## src/rtl/wb_arbiter_pkg.sv

```systemverilog
// Shared writeback types: packet layout and port count.
// Imported by the arbiter, its picker and downstream consumers.
package wb_arbiter_pkg;

  localparam int NUM_WB_PORTS = 2;

  localparam int WB_PREG_W = 7;
  localparam int WB_DATA_W = 32;
  localparam int WB_ROB_W  = 5;

  typedef struct packed {
    logic [WB_PREG_W-1:0] pd;
    logic [WB_DATA_W-1:0] data;
    logic [WB_ROB_W-1:0]  rob;
  } wb_pkt_t;

endpackage

```

## src/rtl/wb_arbiter_pick2.sv

```systemverilog
// Combinational 2-of-N rotate-priority picker.
// Ports: req_i/ptr_i in; gnt0_o/gnt1_o one-hot, any0_o/any1_o, last_idx_o out.
module rr_pick2 #(
  parameter int N  = 4,
  parameter int PW = 2
) (
  input  logic [N-1:0]  req_i,
  input  logic [PW-1:0] ptr_i,
  output logic [N-1:0]  gnt0_o,
  output logic [N-1:0]  gnt1_o,
  output logic          any0_o,
  output logic          any1_o,
  output logic [PW-1:0] last_idx_o
);

  logic [PW:0]   sum;
  logic [PW-1:0] idx;

  always_comb begin
    gnt0_o     = '0;
    gnt1_o     = '0;
    any0_o     = 1'b0;
    any1_o     = 1'b0;
    last_idx_o = '0;
    sum        = '0;
    idx        = '0;
    for (int k = 0; k < N; k++) begin
      // walk ptr, ptr+1, ... wrapping modulo N
      sum = {1'b0, ptr_i} + (PW+1)'(k);
      if (sum >= (PW+1)'(N)) begin
        sum = sum - (PW+1)'(N);
      end
      idx = sum[PW-1:0];
      if (req_i[idx]) begin
        if (!any0_o) begin
          gnt0_o[idx] = 1'b1;
          any0_o      = 1'b1;
          last_idx_o  = idx;
        end else if (!any1_o) begin
          gnt1_o[idx] = 1'b1;
          any1_o      = 1'b1;
          last_idx_o  = idx;
        end
      end
    end
  end

endmodule

```

## src/rtl/wb_arbiter.sv

```systemverilog
// Writeback arbiter: grants up to 2 FU results per cycle round-robin
// and registers them onto the 2 regfile write / CDB ports.
module wb_arbiter
  import wb_arbiter_pkg::*;
#(
  parameter int NUM_FU = 4,
  parameter int PREG_W = WB_PREG_W,
  parameter int DATA_W = WB_DATA_W,
  parameter int ROB_W  = WB_ROB_W
) (
  input  logic                                  clk,
  input  logic                                  rst,
  input  logic                                  flush,
  input  logic [NUM_FU-1:0]                     fu_valid,
  output logic [NUM_FU-1:0]                     fu_ready,
  input  logic [NUM_FU-1:0][PREG_W-1:0]         fu_pd,
  input  logic [NUM_FU-1:0][DATA_W-1:0]         fu_data,
  input  logic [NUM_FU-1:0][ROB_W-1:0]          fu_rob,
  output logic [NUM_WB_PORTS-1:0]               wb_we,
  output logic [NUM_WB_PORTS-1:0][PREG_W-1:0]   wb_pd,
  output logic [NUM_WB_PORTS-1:0][DATA_W-1:0]   wb_data,
  output logic [NUM_WB_PORTS-1:0]               cdb_valid,
  output logic [NUM_WB_PORTS-1:0][ROB_W-1:0]    cdb_rob
);

  localparam int PTR_W = (NUM_FU > 1) ? $clog2(NUM_FU) : 1;

  typedef struct packed {
    logic [PREG_W-1:0] pd;
    logic [DATA_W-1:0] data;
    logic [ROB_W-1:0]  rob;
  } pkt_t;

  logic [PTR_W-1:0]  rr_ptr_q, rr_ptr_d;
  logic [NUM_FU-1:0] gnt0, gnt1;
  logic              any0, any1;
  logic [PTR_W-1:0]  last_idx;

  logic              accept;
  logic [1:0]        vld_d;
  pkt_t              sel0, sel1;

  logic [1:0]        we_q, cdb_valid_q;
  pkt_t              pkt0_q, pkt1_q;

  rr_pick2 #(
    .N  (NUM_FU),
    .PW (PTR_W)
  ) u_pick (
    .req_i      (fu_valid),
    .ptr_i      (rr_ptr_q),
    .gnt0_o     (gnt0),
    .gnt1_o     (gnt1),
    .any0_o     (any0),
    .any1_o     (any1),
    .last_idx_o (last_idx)
  );

  // reset and flush both squash the grant seen by the FUs
  assign accept   = rst && !flush;
  assign fu_ready = accept ? (gnt0 | gnt1) : '0;
  assign vld_d    = accept ? {any1, any0} : 2'b00;

  always_comb begin
    sel0 = '0;
    sel1 = '0;
    for (int i = 0; i < NUM_FU; i++) begin
      if (gnt0[i]) sel0 = '{pd: fu_pd[i], data: fu_data[i], rob: fu_rob[i]};
      if (gnt1[i]) sel1 = '{pd: fu_pd[i], data: fu_data[i], rob: fu_rob[i]};
    end
  end

  always_comb begin
    rr_ptr_d = rr_ptr_q;
    if (vld_d[0]) begin
      rr_ptr_d = (last_idx == PTR_W'(NUM_FU-1)) ? '0 : last_idx + 1'b1;
    end
  end

  always_ff @(posedge clk or negedge rst) begin
    if (!rst) begin
      rr_ptr_q    <= '0;
      we_q        <= '0;
      cdb_valid_q <= '0;
      pkt0_q      <= '0;
      pkt1_q      <= '0;
    end else begin
      rr_ptr_q    <= rr_ptr_d;
      cdb_valid_q <= vld_d;
      // p0 completes in the ROB but is never written
      we_q[0]     <= vld_d[0] && (sel0.pd != '0);
      we_q[1]     <= vld_d[1] && (sel1.pd != '0);
      if (vld_d[0]) pkt0_q <= sel0;
      if (vld_d[1]) pkt1_q <= sel1;
    end
  end

  assign wb_we      = we_q;
  assign cdb_valid  = cdb_valid_q;
  assign wb_pd[0]   = pkt0_q.pd;
  assign wb_pd[1]   = pkt1_q.pd;
  assign wb_data[0] = pkt0_q.data;
  assign wb_data[1] = pkt1_q.data;
  assign cdb_rob[0] = pkt0_q.rob;
  assign cdb_rob[1] = pkt1_q.rob;

  // two writes to the same real preg in one cycle must never happen
  a_no_dup_pd: assert property (
    @(posedge clk) disable iff (!rst)
    (accept && any1) |-> ((sel0.pd != sel1.pd) || (sel0.pd == '0))
  );

endmodule
```

## config.mk

```make
export PLATFORM = sky130hd
export DESIGN_NAME = wb_arbiter
export DESIGN_NICKNAME = d
export VERILOG_FILES = /design/src/rtl/wb_arbiter_pkg.sv /design/src/rtl/wb_arbiter_pick2.sv /design/src/rtl/wb_arbiter.sv
export SDC_FILE = /design/constraint.sdc
export NUM_CORES = 1
export LEC_CHECK = 0
export BUFFER_PORTS_ARGS = -buffer_cell sky130_fd_sc_hd__buf_2
export CORE_AREA = 2 2 132 134
export DETAILED_ROUTE_END_ITERATION = 8
export DIE_AREA = 0 0 134 136
export PLACE_DENSITY = 0.69
export SYNTH_ARGS = -nofsm -noshare
export SYNTH_HDL_FRONTEND = slang
export SYNTH_SLANG_ARGS = --single-unit
```

## constraint.sdc

```tcl
create_clock -name clk -period 11 [get_ports clk]
set_input_delay 2.2 -clock clk [delete_from_list [all_inputs] [get_ports clk]]
set_output_delay 2.2 -clock clk [all_outputs]
set_load 0.01 [all_outputs]
```

# Word level (Yosys, flattened, before mapping)
# Cells that the tools add are included.
# totals
reg_bits	94
input_bits	183
output_inout_bits	96
elab_cells	110
# classes
n_addsub	8
magnitude_cmp	12
n_eq_ne	1
n_mux	64
n_bitwise	6
n_reduce_logical	10
# op_table
cell	n
$mux 44	8
$mux 4	16
$mux 2	14
$or 4x4->4	6
$mux 1	18
$reduce_bool 7->1	2
$lt 2x3->1 const B	4
$ge 3x3->1 const B	3
$bmux 1 s2	4
$demux 1 s2	4
$ge 2x1->1 const B	4
$sub 2x1->2 const B	4
$logic_and 1x1->1	7
$add 2x2->3 const B	2
$add 2x1->3 const B	1
$ge 2x3->1 const B	1
$add 2x1->2 const B	1
$eq 2x2->1 const B	1
$logic_not 1->1	1

# Longest topological paths before layout
# logic_depth
word_depth	23
ltp_mapped	15
ltp_nobuf	10

# Modules after synthesis
# A second synthesis with hierarchy kept.
# hier_totals
cells_unflattened	883
hier_area_um2	6766.5
# by_module_without_submodules
module	n_inst	cells_each	area_each_um2	seq_area_each_um2
wb_arbiter	1	782	6044.5	2352.3
rr_pick2	1	101	721.9	0.0

# Worst setup path after synthesis
# OpenSTA, ideal clock, no wires.
# synth_path
path_kind	input to output
start	input fu_valid[1]
end	output fu_ready[3]
arrival_ns	4.219
required_ns	8.800
path_slack_ns	4.581
path_stages	11
path_cell_list	buf_6 -> mux4_2 -> buf_2 -> nand3b_1 -> a21oi_1 -> a221o_1 -> buf_2 -> buf_2 -> buf_1 -> nor2_1 -> nor2_1
# synth_via
elab_chain_cells	15
word_cells_on_any_way	37
cone_classes	31 x mux; 6 x bitwise
# synth_rtl
item	line_no	source
from (decl)	wb_arbiter.sv:14	input logic [NUM_FU-1:0] fu_valid,
$bmux 1 s2	wb_arbiter_pick2.sv:34	if (req_i[idx]) begin
$mux 1 (not written as such)	wb_arbiter_pick2.sv:34	
$mux 1	wb_arbiter_pick2.sv:34	
$mux 4	wb_arbiter_pick2.sv:35	if (!any0_o) begin
$mux 4	wb_arbiter_pick2.sv:34	
$or 4x4->4 (no line)	n/a	
$mux 4	wb_arbiter_pick2.sv:39	end else if (!any1_o) begin
$mux 4	wb_arbiter_pick2.sv:35	
$mux 4	wb_arbiter_pick2.sv:34	
$or 4x4->4 (no line)	n/a	
$mux 4	wb_arbiter_pick2.sv:39	
$mux 4	wb_arbiter_pick2.sv:35	
$mux 4	wb_arbiter_pick2.sv:34	
$or 4x4->4 (*)	wb_arbiter.sv:61	assign fu_ready = accept ? (gnt0 | gnt1) : '0;
$mux 4 (*)	wb_arbiter.sv:61	
to (decl)	wb_arbiter.sv:15	output logic [NUM_FU-1:0] fu_ready,
# Mark *: on every way between the ends. The rest lies on a longest branch, timed or not. The select of a mux whose other input is x is not followed.

# Worst setup path in the final report
# layout_path
start	input fu_valid[3]
end	output fu_ready[2]
# Same word-level chain as after synthesis.

==> results.toml <==
[logic_synthesis]
async_reset_ff_share_pct = 100
synth.largest_area_cell = "dfrtp_1"
postSynthAreaPerCell_um2 = 8.29
post_synthesis_sequential_area_ratio_pct = 34.7
synth_seq_cells = 94
yosys-top-cells-area = "dfrtp_1 (35%), a21oi_1 (12%), nor2_1 (7.2%), a221o_1 (5.9%), a221oi_1 (4.9%)"
synth_top_cell_area_share_pct = 34.7
number_of_warnings_printed_during_yosys_synthesis = 0
ys.flop_type = "dfrtp_1"
synth_enable_flop_cells = 0
mappedNetlistArea_um2 = 6790
synthesis.instances = 819
syn-num-nets = 1007
synth_cell_types = 66

[sta]
setup-tns-final_ps = 0
setup_violations = 0
drv_slew = 0
grt_setup_unrepaired = "false"
final_period_demand_of_the_worst_path_ps = 7240
timing.clock.skew_ps = 11.1
max_freq_ghz = 0.138
layout_setup_ws_ps = 3760
min_period_over_period_pct = 65.9
timing_worst_slew_pin_value_ps = 1050
worst_slew_margin_rel_pct = 29.9
final-hold-violation-count = 0

[global_route]
grt_pass1_wl_um = 39100
grt_antenna_before_repair = 1
grt_start_max_net_pins = 91
grt_util_all_layers_pct = 27.3
grt_overflow = 0
via_count_of_the_first_global_routing_pass = 7289

[placement]
io_buffers = 278
detailedPlacementHpwl_um = 17600
gp_routability_congestion = 0.906
dp_cells = 1242
pre_cts_slack_ps = 3800
postPlaceCellArea_um2 = 8150

[detailed_routing]
first_iter_violations = 637
route.top_layer_used = "met5"
wl_met1_um = 10300
postRouteWirelength_um = 25500
met2_length_um = 12000
dr_total_vias = 7667
dr.pass1.iters = 6
drtAntennaViolNets = 0
met3RoutedLength_um = 2320
drcViolationCount = 0
wl_per_cell_um = 20.2
route.detailed.vias_per_inst = 6.09

[cells_and_area]
drive_above_1_share_pct = 32.7
syn_to_final_growth_pct = 24.9
nets = 1216
final_common_cell = "buf_2"
final_cell_area_um2 = 8470
commonest_non_fill_non_tap_cells_in_the_layout = "buf_2 (277), a21oi_1 (168), nor2_1 (130)"
antenna_cells_inserted = 0
fin_cells = 1258
final_core_util_pct = 50.2

[die]
design.portCount = 279
placement_rows = 48
die-height_um = 136
die_area_um2 = 18200
coreArea_um2 = 16900
dieWidth_um = 134
floorplan.initialDensity_pct = 40.2

[worst_hold_path]
min_from = "wb_pd[11]"
worstHoldPathCells = 2
worst_min_delay_path_endpoint = "wb_pd[11]"
worstHoldPathType = "reg2reg"

[power]
power_per_cell_area_nw_per_um2 = 375
maximum_resistive_drop_on_vdd_mv = 0.249
leakage_nw = 3.86

[setup_path]
crit_path_start_kind = "input pin"
critical_path_required_ps = 8800
worstReg2RegStart = "rr_ptr_q[0]"
critical_path.cell_chain = "buf_2 -> mux4_2 -> xor2_1 -> and2_1 -> a32oi_2 -> and2_2 -> a21oi_1 -> buf_2"
crit_path_end_kind = "output port"
setup.reg_to_reg.worst_slack_ps = 5840
timing_worst_setup_path_type = "in2out"
crit_path_top_delay_cell = "and2_2"
arrival_ps = 5040
cp_max_fo = 41
cp_common_cell = "buf_2"
critPathMaxStageDelay_ps = 830
reg2reg_depth = 11
timing.rr.end = "wb_we[1]"

[clock_network]
cts_max_level = 3
cts.path.max_buffers = 2
cts-buffers-inserted = 9
post_cts_resized = 0
clock_sinks = 94
clock_tree_from_tritoncts = "built"
cts.reportedPaths.clkPinSlew_ps = 70
postCtsSetupBuffers = 0
cts-hold-fix-buffers = 0
clk_root_buf = "clkbuf_16"
clock_latency_on_the_worst_skew_pair_ps = 350

[outcome]
run_status = "completed"

[job]
cap_viol_max_count = 0
how the worst max path moves through the flow:
stage          depth (start not counted)           to         from
4_1_cts                                8  fu_ready[2]  fu_valid[3]
6_report                               8  fu_ready[2]  fu_valid[3]
3_5_place_dp                           8  fu_ready[2]  fu_valid[3]
2_1_floorplan                         11  fu_ready[3]  fu_valid[1]
5_1_grt                                8  fu_ready[2]  fu_valid[3]
3_3_place_gp                           8  fu_ready[2]  fu_valid[3]
cells in the mapped netlist (all sizes together) (3+ instances only):
cell type / n
a2111o: 7
a211oi: 4
a21oi: 169
a221o: 40
a221oi: 40
a31oi: 3
a32oi: 5
and2: 4
and3: 3
buf: 41
clkbuf: 47
dfrtp: 94
ha: 5
inv: 18
mux2: 4
mux2i: 6
mux4: 3
nand2: 26
nand2b: 4
nand3: 8
nand3b: 5
nor2: 131
nor3: 4
nor4b: 3
o211ai: 41
o21a: 7
o21ai: 15
o311a: 4
o31ai: 4
or3: 40
critical path: cells and delay by family:
| kind | cells | cell delay (ps) |
|---|---|---|
| and+or+nand+nor | 2 | 1070 |
| muxes | 1 | 650 |
| AOI/OAI and AO/OA | 2 | 470 |
| buffers and inverters | 2 | 400 |
| xor gates and xnor gates | 1 | 180 |
metrics by stage:
step,power [mW],hold slack (ps)
final,3.18,485
after global routing,3.43,513
after CTS,3.16,488
after detailed placement,2.80,473
after global placement,2.77,457
after floorplan,2.26,514
power breakdown:
group / leakage [nW] / internal (mW) / switching [mW] / total [mW]
sequential: 1.09 / 0.517 / 0.115 / 0.632
clock: 0.156 / 0.207 / 0.147 / 0.354
combinational: 2.62 / 0.884 / 1.31 / 2.19
layer usage:
metal  vias to the layer above  GRT usage [%]
met5                         -              0
met4                         2           11.2
met3                        72           5.18
met2                       457           45.2
met1                      3620           35.0
li1                       3516              -
cells by family (layout without fill, tap and decap cells):
| logic type | after synthesis | count (layout) | share of synthesized area (%) |
|---|---|---|---|
| buffers and inverters | 106 | 320 | 7.21 |
| XOR/XNOR | 1 | 1 | 0.129 |
| AO/OA/AOI/OAI | 359 | 359 | 37.4 |
| AND/OR/NAND/NOR | 240 | 240 | 16.9 |
| adder cells (fa/ha/maj) | 6 | 6 | 1.07 |
| multiplexers | 13 | 13 | 2.54 |
| flip-flops | 94 | 94 | 34.7 |
registers in the layout, indices dropped and copies added (netlist names):
| name | flops |
|---|---|
| wb_pd | 14 |
| wb_we | 2 |
| cdb_valid | 2 |
| rr_ptr_q | 2 |
| cdb_rob | 10 |
| wb_data | 64 |
layout make-up:
class / instances / area [um2]
clock buffer: 11 / 243
clock inverter: 5 / 81.3
fill: 1695 / 8400
inverter: 18 / 67.6
multi-input combinational: 619 / 3990
sequential: 94 / 2350
tap: 225 / 282
timing repair buffer: 286 / 1450
Power figures use the tool's default switching activity.
